`config.mk`:
```
export PLATFORM = sky130hd
export DESIGN_NAME = sc_out_collector
export DESIGN_NICKNAME = d
export VERILOG_FILES = /design/src/rtl/sc_out_collector.sv
export SDC_FILE = /design/constraint.sdc
export NUM_CORES = 1
export LEC_CHECK = 0
export BUFFER_PORTS_ARGS = -buffer_cell sky130_fd_sc_hd__buf_2
export CAP_MARGIN = 20
export CORE_ASPECT_RATIO = 0.5
export CORE_UTILIZATION = 55
export CTS_BUF_LIST = sky130_fd_sc_hd__clkbuf_4
export CTS_CLUSTER_DIAMETER = 100
export DETAILED_ROUTE_END_ITERATION = 10
export PLACE_DENSITY = 0.77
export SYNTH_ARGS = -nofsm -noshare
export SYNTH_HDL_FRONTEND = slang
export SYNTH_SLANG_ARGS = --single-unit
```
`constraint.sdc`:
```
create_clock -name clock -period 16.67 [get_ports clock]
set_clock_uncertainty 0.05 [all_clocks]
set_input_delay 0.8335 -clock clock [delete_from_list [all_inputs] [get_ports clock]]
set_output_delay 0.8335 -clock clock [all_outputs]
set_load 0.005 [all_outputs]
```
`src/rtl/sc_out_collector.sv`:
```
// sc_out_collector
//   Collects UNROLL_FACTOR-word beats from a stencil engine into complete
//   output rows (OCOL words each) and presents them one row at a time on a
//   valid/ready port. A separate fill buffer keeps accepting beats while up
//   to two finished rows wait in a small FIFO. The engine cannot be stalled,
//   so a row that finishes while the FIFO is full (and nothing is leaving)
//   is dropped and the sticky overflow flag is raised.
//
// Ports
//   clock         sole clock, rising edge
//   reset         synchronous, active-low
//   frame_start   one-cycle pulse, restarts collection of a frame
//   io_out_valid  engine beat valid (no back-pressure)
//   io_out_data   engine beat, word k at [k*BW +: BW]
//   m_valid       a completed row is presented
//   m_ready       downstream accepts the presented row
//   m_data        row words, column c at [c*BW +: BW]
//   m_row         index of the presented row
//   m_last        presented row is the final row of the frame
//   frame_done    high in the cycle the final row is accepted
//   overflow      sticky: a beat or a whole row was dropped
//
// State | meaning
//   IDLE  | no frame active; beats are dropped and flagged
//   FILL  | assembling rows of the current frame
//   DRAIN | all rows assembled; waiting for the last row to be accepted
module sc_out_collector #(
  parameter int BW            = 32,
  parameter int UNROLL_FACTOR = 2,
  parameter int ROW           = 8,
  parameter int COL           = 8,
  parameter int RADIUS        = 1,
  localparam int OROW         = ROW - 2*RADIUS,
  localparam int OCOL         = COL - 2*RADIUS,
  localparam int RW           = (OROW > 1) ? $clog2(OROW) : 1
) (
  input  logic                        clock,
  input  logic                        reset,
  input  logic                        frame_start,
  input  logic                        io_out_valid,
  input  logic [UNROLL_FACTOR*BW-1:0] io_out_data,
  output logic                        m_valid,
  input  logic                        m_ready,
  output logic [OCOL*BW-1:0]          m_data,
  output logic [RW-1:0]               m_row,
  output logic                        m_last,
  output logic                        frame_done,
  output logic                        overflow
);

  localparam int CW = $clog2(OCOL + 1);

  typedef enum logic [1:0] {S_IDLE, S_FILL, S_DRAIN} state_t;

  state_t              r_state;
  state_t              w_state_nxt;

  logic [CW-1:0]       r_col_cnt;
  logic [RW-1:0]       r_row_cnt;
  logic [OCOL*BW-1:0]  r_fill;
  logic [OCOL*BW-1:0]  r_fifo_data [2];
  logic [RW-1:0]       r_fifo_row  [2];
  logic                r_rd_ptr;
  logic [1:0]          r_cnt;
  logic                r_overflow;

  logic                w_pop;
  logic                w_beat;
  logic                w_stray;
  logic                w_row_done;
  logic                w_push;
  logic                w_drop;
  logic                w_last_row;
  logic                w_wr_idx;
  logic [OCOL*BW-1:0]  w_fill_nxt;

  always_comb begin
    w_pop      = (r_cnt != 2'd0) && m_ready;
    w_beat     = io_out_valid && !frame_start && (r_state == S_FILL);
    w_stray    = io_out_valid && !frame_start && (r_state != S_FILL);
    w_row_done = w_beat && (r_col_cnt == CW'(OCOL - UNROLL_FACTOR));
    // A pop in the same cycle frees a slot, so a full FIFO still accepts.
    w_push     = w_row_done && ((r_cnt != 2'd2) || w_pop);
    w_drop     = w_row_done && !w_push;
    w_last_row = (r_row_cnt == RW'(OROW - 1));
    // Write slot is the one after the head; when full it is the slot being
    // popped, which is exactly the slot that frees up.
    w_wr_idx   = r_rd_ptr ^ r_cnt[0];
  end

  // Fill buffer with the current beat merged in; this is also the row that
  // gets committed when the beat completes it.
  always_comb begin
    w_fill_nxt = r_fill;
    for (int c = 0; c < OCOL; c++) begin
      for (int k = 0; k < UNROLL_FACTOR; k++) begin
        if (int'(r_col_cnt) + k == c) begin
          w_fill_nxt[c*BW +: BW] = io_out_data[k*BW +: BW];
        end
      end
    end
  end

  always_comb begin
    w_state_nxt = r_state;
    if (frame_start) begin
      w_state_nxt = S_FILL;
    end else begin
      case (r_state)
        S_IDLE:  w_state_nxt = S_IDLE;
        S_FILL:  if (w_row_done && w_last_row) w_state_nxt = S_DRAIN;
        S_DRAIN: if (w_pop && m_last) w_state_nxt = S_IDLE;
        default: w_state_nxt = S_IDLE;
      endcase
    end
  end

  always_ff @(posedge clock) begin
    if (!reset) begin
      r_state <= S_IDLE;
    end else begin
      r_state <= w_state_nxt;
    end
  end

  always_ff @(posedge clock) begin
    if (!reset) begin
      r_col_cnt  <= '0;
      r_row_cnt  <= '0;
      r_rd_ptr   <= 1'b0;
      r_cnt      <= 2'd0;
      r_overflow <= 1'b0;
    end else if (frame_start) begin
      r_col_cnt  <= '0;
      r_row_cnt  <= '0;
      r_rd_ptr   <= 1'b0;
      r_cnt      <= 2'd0;
      r_overflow <= 1'b0;
    end else begin
      if (w_beat) begin
        r_col_cnt <= w_row_done ? '0 : r_col_cnt + CW'(UNROLL_FACTOR);
      end
      // Row index advances even for a dropped row so the gap is visible.
      if (w_row_done) begin
        r_row_cnt <= r_row_cnt + RW'(1);
      end
      if (w_pop) begin
        r_rd_ptr <= ~r_rd_ptr;
      end
      r_cnt <= r_cnt + {1'b0, w_push} - {1'b0, w_pop};
      if (w_drop || w_stray) begin
        r_overflow <= 1'b1;
      end
    end
  end

  // Data storage carries no reset; validity is tracked by r_cnt alone.
  always_ff @(posedge clock) begin
    if (w_beat) begin
      r_fill <= w_fill_nxt;
    end
    if (w_push) begin
      r_fifo_data[w_wr_idx] <= w_fill_nxt;
      r_fifo_row[w_wr_idx]  <= r_row_cnt;
    end
  end

  always_comb begin
    m_valid    = (r_cnt != 2'd0);
    m_data     = m_valid ? r_fifo_data[r_rd_ptr] : '0;
    m_row      = m_valid ? r_fifo_row[r_rd_ptr] : '0;
    m_last     = m_valid && (r_fifo_row[r_rd_ptr] == RW'(OROW - 1));
    frame_done = m_valid && m_ready && m_last;
    overflow   = r_overflow;
  end

endmodule

```
==> results of run 1 <==
==> logic make-up (layout without fill, tap and decap cells) <==
logic type | count (synthesis) | count (layout) | synth area share
other | 0 | 4 | 0
buffers and inverters | 76 | 512 | 0.0171
adder cells (fa/ha/maj) | 7 | 7 | 0.00375
XOR/XNOR | 2 | 2 | 0.000750
AND/OR/NAND/NOR | 226 | 226 | 0.0393
multiplexers | 387 | 387 | 0.176
AO/OA/AOI/OAI | 18 | 18 | 0.00487
flip-flops | 594 | 594 | 0.758
==> synthesized netlist by cell type, drive strengths merged (2+ instances only) <==
cell type and count:
edfxtp 582, nor2 199, mux2i 195, mux2 192
buf 60, dfxtp 12, inv 9, a21oi 8
clkbuf 7, ha 7, nand2 5, nand2b 4
nand3b 4, o21ai 3, a211oi 2, and2 2
nand3 2, or3 2, or3b 2, xor2 2
==> cell type report <==
| type | count | area (um^2) | share of cell area |
|---|---|---|---|
| sequential | 594 | 17700 | 0.660 |
| tap | 567 | 709 | 0.0264 |
| multi-input combinational | 640 | 5320 | 0.198 |
| inverter | 9 | 41.3 | 0.00154 |
| clock buffer | 194 | 1460 | 0.0542 |
| timing repair buffer | 282 | 1450 | 0.0539 |
| antenna | 4 | 10.0 | 0.000373 |
| clock inverter | 27 | 159 | 0.00591 |
==> per-stage QoR <==
stage          worst slack (ps)   util
2_1_floorplan              2870      -
3_3_place_gp              11670  0.614
3_5_place_dp              11530  0.614
4_1_cts                   11430  0.653
5_1_grt                   11330  0.653
6_report                  11630  0.653
==> layer usage <==
metal  part of all wire  track usage
met1               0.41        0.273
met2               0.53        0.379
met3              0.046       0.0492
met4              0.020       0.0846
met5                  0            0
==> power groups by stage <==
stage / clock (uW) / combinational [uW] / sequential (uW)
global placement: 0 / 49.4 / 1680
detailed placement: 0 / 53.4 / 1680
CTS: 1120 / 53.7 / 1650
finish: 1090 / 53.9 / 1650
global route: 1190 / 58.3 / 1650
floorplan: 0 / 29.8 / 1680
==> registers in the layout (all words and copies together) (netlist names), named ones only <==
| name | flops |
|---|---|
| r_fifo_data | 384 |
| r_fill | 192 |
| r_fifo_row | 6 |
| r_row_cnt | 3 |
| r_cnt | 2 |
| r_col_cnt | 2 |
| r_state | 2 |
| overflow | 1 |
| r_rd_ptr | 1 |
==> final timing paths <==
kind | slack, ps | to
worst max-delay path | 11630 | frame_done
worst min-delay path | 250 | r_state[0]$_SDFFE_PN0P_
worst max register to register | 12170 | r_fifo_data[0][40]$_DFFE_PP_
worst min register to register | 430 | overflow$_SDFFE_PP0P_
==> critical path, stage by stage (launching register included) <==
cell,delay [ps]
dfxtp_4,820
buf_4,860
buf_4,900
nand3b_1,230
a211oi_2,350
buf_2,180
==> summary.md, run 1 <==
| Metric | Value |
|---|---|
| Req. time, crit path | `between 15000 and 20000 ps` |
| P_leak | `0.00932 uW` |
| Final Net Count | `approximately 1700` |
| CTS tree | `yes` |
| Vias in the first global route | `around 13000` |
| Worst min path class | `in -> reg` |
| Flops & latches, synth | `a little under 600` |
| Worst-path clk slew | `around 70 ps` |
| Commonest non-fill, non-tap cell in the layout | `edfxtp_1` |
| Startpoint types | `flop` |
| Initial drt markers | `700` |
| CTS Hold Buffers Added | `0` |
| # clock sinks | `~590` |
| Post-Syn Nets | `1386` |
| Hold path start | `reset` |
| PortBufs | `roughly 270` |
| Yosys warns | `0` |
| P&R area growth vs syn | `15.0%` |
| Core Area | `41100 um^2` |
| Fin Setup TNS | `0 ps` |
| H-tree levels | `4` |
| P_sw | `roughly 560 uW` |
| Worst-Margin Slew | `1110 ps` |
| Clock root buffer | `clkbuf_4` |
| Post-synth EDFFs | `approximately 580` |
| Ys flop type | `edfxtp_1` |
| Comb pwr share | `0.019` |
| RSZ-0062 raised after global routing | `no` |
| Post-Synthesis Cells | `between 1000 and 1500` |
| Critical path class | `reg -> out` |
| Syn Area/Cell | `17.8 um^2` |
| Die area | `between 40000 and 50000 um^2` |
| Arrival time worst endpoint | `4160 ps` |
| Clk pwr share | `0.391` |
| Top Ports | `~270` |
| Die height | `between 100 and 150 um` |
| Top cell type's share of synthesized area | `0.748` |
| Final count of negative-setup-slack endpoints | `0` |
| Peak supply drop | `58.3 uV` |
| Tcrit/Tclk final | `0.302` |
| WHS | `245 ps` |
| CP endpoint kind | `primary output` |
| Pint | `2230 uW` |
| Overall power | `roughly 2800 uW` |
| Status | `finished, final reports clean` |
| Hold Crit Depth | `2` |
| Sequential share of the synthesized area | `0.758` |
| Final Hold Vio Count | `0` |
| CTS max path bufs | `3` |
| Sw frac | `0.202` |
| Cell row count | `52` |
| Asr flop ratio synth | `0` |
| GRT overflow | `0` |
| Top cells by area, synth | `edfxtp_1, mux2_2, mux2i_1` |
| Reg2Reg Depth | `6` |
| Starting Density | `0.568` |
| Most frequent cells in the layout | `edfxtp_1, buf_2, nor2_1` |
| DR DRC count | `0` |
| Cell taking the most area after synthesis | `edfxtp_1` |
| Via count | `12577` |
| Post-layout min period | `between 5000 and 6000 ps` |
| Sequential power share | `0.590` |
| Vias/cell | `around 5.4` |
| Post-DR wirelength/cell | `approximately 20 um` |
| Design Area, Final | `roughly 27000 um^2` |
| GRT Overall Usage | `0.220` |
| Fin. max-slew vios | `0` |
| RR Startpoint | `r_state[1]$_SDFFE_PP0P_` |
| Fill cells | `~2900` |
| Instance area at placement | `25200 um^2` |
| Num CTS Buffers | `between 100 and 150` |
| Synth cell types | `35` |
| Cts repair resizes | `0` |
| Largest net degree at the start of global routing | `125` |
| Initial antenna violation count | `4` |
| Power per cell area | `104 nW/um^2` |
| Layout cells sized above 1 | `0.394` |
| Clk_lat worst skew | `~800 ps` |
| Maximum clock frequency | `0.198 GHz` |
| Post-route ant nets | `0` |
| First-pass GRT wire length | `about 73000 um` |
| Postcts setup bufs | `0` |
| GPL Wtd Cong | `0.782` |
| Pre-Repair DR Iteration Count | `5` |
| Wirelength, routed | `47600 um` |
| Die X | `between 200 and 300 um` |
| Maxcap violations | `0` |
| Placed cells | `roughly 2100` |
| Post-DP HPWL | `between 20000 and 30000 um` |
| Finished Layout Cells | `approximately 2300` |
| Crit path max fanout | `56` |
| Slew headroom | `0.260` |
| Post-Syn Area | `23400 um^2` |
(Power assumes the default switching activity.)
==> run 2: changes to the inputs <==
--- a/config.mk
+++ b/config.mk
@@ -5,6 +5,7 @@
 export SDC_FILE = /design/constraint.sdc
 export NUM_CORES = 1
 export LEC_CHECK = 0
+export ABC_AREA = 1
 export BUFFER_PORTS_ARGS = -buffer_cell sky130_fd_sc_hd__buf_2
 export CAP_MARGIN = 20
 export CORE_ASPECT_RATIO = 0.5
@@ -12,7 +13,7 @@
 export CTS_BUF_LIST = sky130_fd_sc_hd__clkbuf_4
 export CTS_CLUSTER_DIAMETER = 100
 export DETAILED_ROUTE_END_ITERATION = 10
-export PLACE_DENSITY = 0.77
+export PLACE_DENSITY = 0.8
 export SYNTH_ARGS = -nofsm -noshare
 export SYNTH_HDL_FRONTEND = slang
 export SYNTH_SLANG_ARGS = --single-unit
==> constraint.sdc (replaced) <==
create_clock -name clock -period 4.57 [get_ports clock]
set_clock_uncertainty 0.05 [all_clocks]
set_input_delay 0.2285 -clock clock [delete_from_list [all_inputs] [get_ports clock]]
set_output_delay 0.2285 -clock clock [all_outputs]
set_load 0.005 [all_outputs]
==> summary.md, run 2 <==
| Metric | Value |
|---|---|
| Metal-1 WL | `20900 um (+7.6%)` |
| PortBufs | `267 (unchanged)` |
| Status | `finished, final reports clean` |
| Largest regs | `r_fifo_data x384, r_fill x192, r_fifo_row x6` |
| Crit path max fanout | `59 (+5.4%)` |
| DR DRC count | `0 (unchanged)` |
| Vias/cell | `5.43 (about the same)` |
| GRT Overall Usage | `0.243 (+0.0232)` |
| Clock root buffer | `clkbuf_4` |
| GRT overflow | `0 (unchanged)` |
| Pre-Repair DR Iteration Count | `6 (+1)` |
| Power per cell area | `382 nW/um^2 (+270%)` |
| Cell taking the most area after synthesis | `edfxtp_1` |
| Worst-path clk slew | `70 ps (about the same)` |
| Final Net Count | `2147 (+24%)` |
| Met3 wire length | `3370 um (+54%)` |
| Critical path class | `reg -> out` |
| First-pass GRT wire length | `81000 um (+11%)` |
| Tcrit/Tclk final | `0.677` |
| Fin Setup TNS | `0 ps (unchanged)` |
| Ys flop type | `edfxtp_1` |
| Maxcap violations | `0 (unchanged)` |
| Initial antenna violation count | `1 (-3)` |
| Slack of the critical path | `1480 ps (-10150 ps)` |
| Maximum clock frequency | `about 0.32 GHz` |
| Top Ports | `268 (unchanged)` |
| Post-route ant nets | `0 (unchanged)` |
| Largest net degree at the start of global routing | `196 (+57%)` |
| Cts repair resizes | `0 (unchanged)` |
| Top routing layer in use | `met4` |
| Most frequent cells in the layout | `nand2_1, edfxtp_1, buf_2` |
| Design Area, Final | `27600 um^2 (+2.6%)` |
| Vias in the first global route | `14704 (+12%)` |
| Starting Density | `0.567 (-0.00103)` |
| Asr flop ratio synth | `0 (unchanged)` |
| Wirelength, routed | `52800 um (+11%)` |
| Met2 WL | `26700 um (+6.9%)` |
| RSZ-0062 raised after global routing | `no` |
| Peak supply drop | `183 uV (+210%)` |
| Core Area | `41100 um^2 (unchanged)` |
| Post-synth EDFFs | `582 (unchanged)` |
| Sequential share of the synthesized area | `0.760 (+0.00138)` |
| FF-to-FF setup slack | `1760 ps (-10410 ps)` |
| Post-Syn Area | `23300 um^2 (-0.18%)` |
| Post-DR wirelength/cell | `19.3 um (-5.8%)` |
| Largest Register | `r_fifo_data` |
| Post-Synthesis Cells | `1670 (+27%)` |
| H-tree levels | `4 (unchanged)` |
| Worst min path class | `in -> reg` |
| Syn Area/Cell | `14.0 um^2 (-22%)` |
| Num CTS Buffers | `134 (+0.75%)` |
| P_leak | `0.0106 uW (+14%)` |
| Top cell type's share of synthesized area | `0.749 (+0.00136)` |
| Die height | `148 um (about the same)` |
| # clock sinks | `594 (unchanged)` |
| Flops & latches, synth | `594 (unchanged)` |
| CP Launch Point | `r_cnt[0]$_SDFF_PP0_` |
| Post-synth top cells | `nand2_1, edfxtp_1, a21oi_1, mux2_2, buf_2` |
| Yosys warns | `0 (unchanged)` |
| Synth cell types | `29 (-17%)` |
| Slew headroom | `0.189 (-0.0708)` |
| Top cells by area, synth | `edfxtp_1, nand2_1, mux2_2` |
| GPL Wtd Cong | `0.782 (about the same)` |
| Clk_lat worst skew | `800 ps (about the same)` |
| Final count of negative-setup-slack endpoints | `0 (unchanged)` |
| Worst-Margin Slew | `1220 ps (+106 ps)` |
| Max reg flops | `384 (unchanged)` |
| Instance area at placement | `25100 um^2 (-0.56%)` |
| Place WS | `1850 ps (-9680 ps)` |
| P&R area growth vs syn | `18.1%` |
| Die area | `43300 um^2 (-0.18%)` |
| Post-DP HPWL | `28100 um (+1.2%)` |
| Layout cells sized above 1 | `0.295 (-0.0987)` |
| Via count | `14816 (+18%)` |
| Startpoint types | `flop` |
| Die X | `293 um (about the same)` |
| Arrival time worst endpoint | `2810 ps (-1350 ps)` |
| Cell row count | `52 (unchanged)` |
| WHS | `250 ps (+4.53 ps)` |
| Final Hold Vio Count | `0 (unchanged)` |
| Initial drt markers | `1229 (+76%)` |
| Post-Syn Nets | `1746 (+26%)` |
| CP endpoint kind | `primary output` |
| Req. time, crit path | `4290 ps (-11500 ps)` |
| CTS max path bufs | `3 (unchanged)` |
| Post-layout min period | `3090 ps` |
| Hold path start | `io_out_data[46]` |
| Commonest non-fill, non-tap cell in the layout | `nand2_1` |
| Top-count cell post-synth | `nand2_1` |
| CTS tree | `yes` |
| RR Startpoint | `r_col_cnt[1]$_SDFFE_PP0N_` |
| Fin. max-slew vios | `0 (unchanged)` |
## run 2: changes by cell type in the layout (fill, tap and decap cells not counted), moves of 4 or more
cell,delta
inv_1,+12
nor2_1,-187
a21oi_1,+196
mux2_2,-64
dlygate4sd3_1,+73
buf_4,-5
nand2_1,+584
nand2b_1,-4
mux2i_1,-195
buf_12,+7
nand3b_1,-4
## run 2: where the power goes
group	internal, uW	leakage, uW	total [uW]	switching, uW
registers	6010	0.00536	6020	11.4
clock network	2220	0.00101	4220	2000
logic	128	0.00423	294	165
## run 2: cells by family after synthesis
kind of cell / count (synthesis) / share of synthesized area
muxes: 128 / 0.0618
and+or+nand+nor: 614 / 0.102
AOI/OAI and AO/OA: 208 / 0.0447
xor gates and xnor gates: 3 / 0.00113
DFF: 594 / 0.760
buffers and inverters: 116 / 0.0274
adders and majority gates: 7 / 0.00375
## run 2: cell type report
| cell class | instances | area [um^2] |
|---|---|---|
| inverters | 24 | 95.1 |
| multi-input cells | 960 | 5020 |
| fillers | 2853 | 13600 |
| flip-flops and latches | 594 | 17700 |
| clock inverters | 32 | 273 |
| well taps | 567 | 709 |
| clock buffers | 193 | 1450 |
| diodes | 1 | 2.50 |
| repair buffers | 357 | 2280 |
## run 2: stage by stage
step	instances	total power [uW]	util
global route	2728	10900	0.670
global placement	2429	6370	0.610
detailed placement	2429	6380	0.610
finish	2728	10500	0.670
CTS	2727	10600	0.670
floorplan	1670	6280	-
## run 2: critical path: stages (launching register included)
cell and delay [ps]:
dfxtp_1 370, nor2_4 110, buf_4 580, buf_4 560, a21oi_1 170, buf_2 190
## run 2: what timing repair did
item,CTS,global route
buffers inserted,0,0
hold buffers,73,0
endpoints found under the hold margin,588,0
## run 2: per-layer routing
metal | GRT usage | up-vias
li1 | - | 6799
met1 | 0.315 | 7264
met2 | 0.401 | 651
met3 | 0.0498 | 102
met4 | 0.108 | 0
met5 | 0 | -
## run 2: final timing paths
path,to,cells after the start
setup reg to reg,r_row_cnt[2]$_SDFFE_PP0P_,9
setup / recovery,m_data[5],5
hold reg to reg,flop,1
hold / removal,r_fifo_data[1][174]$_DFFE_PP_,4
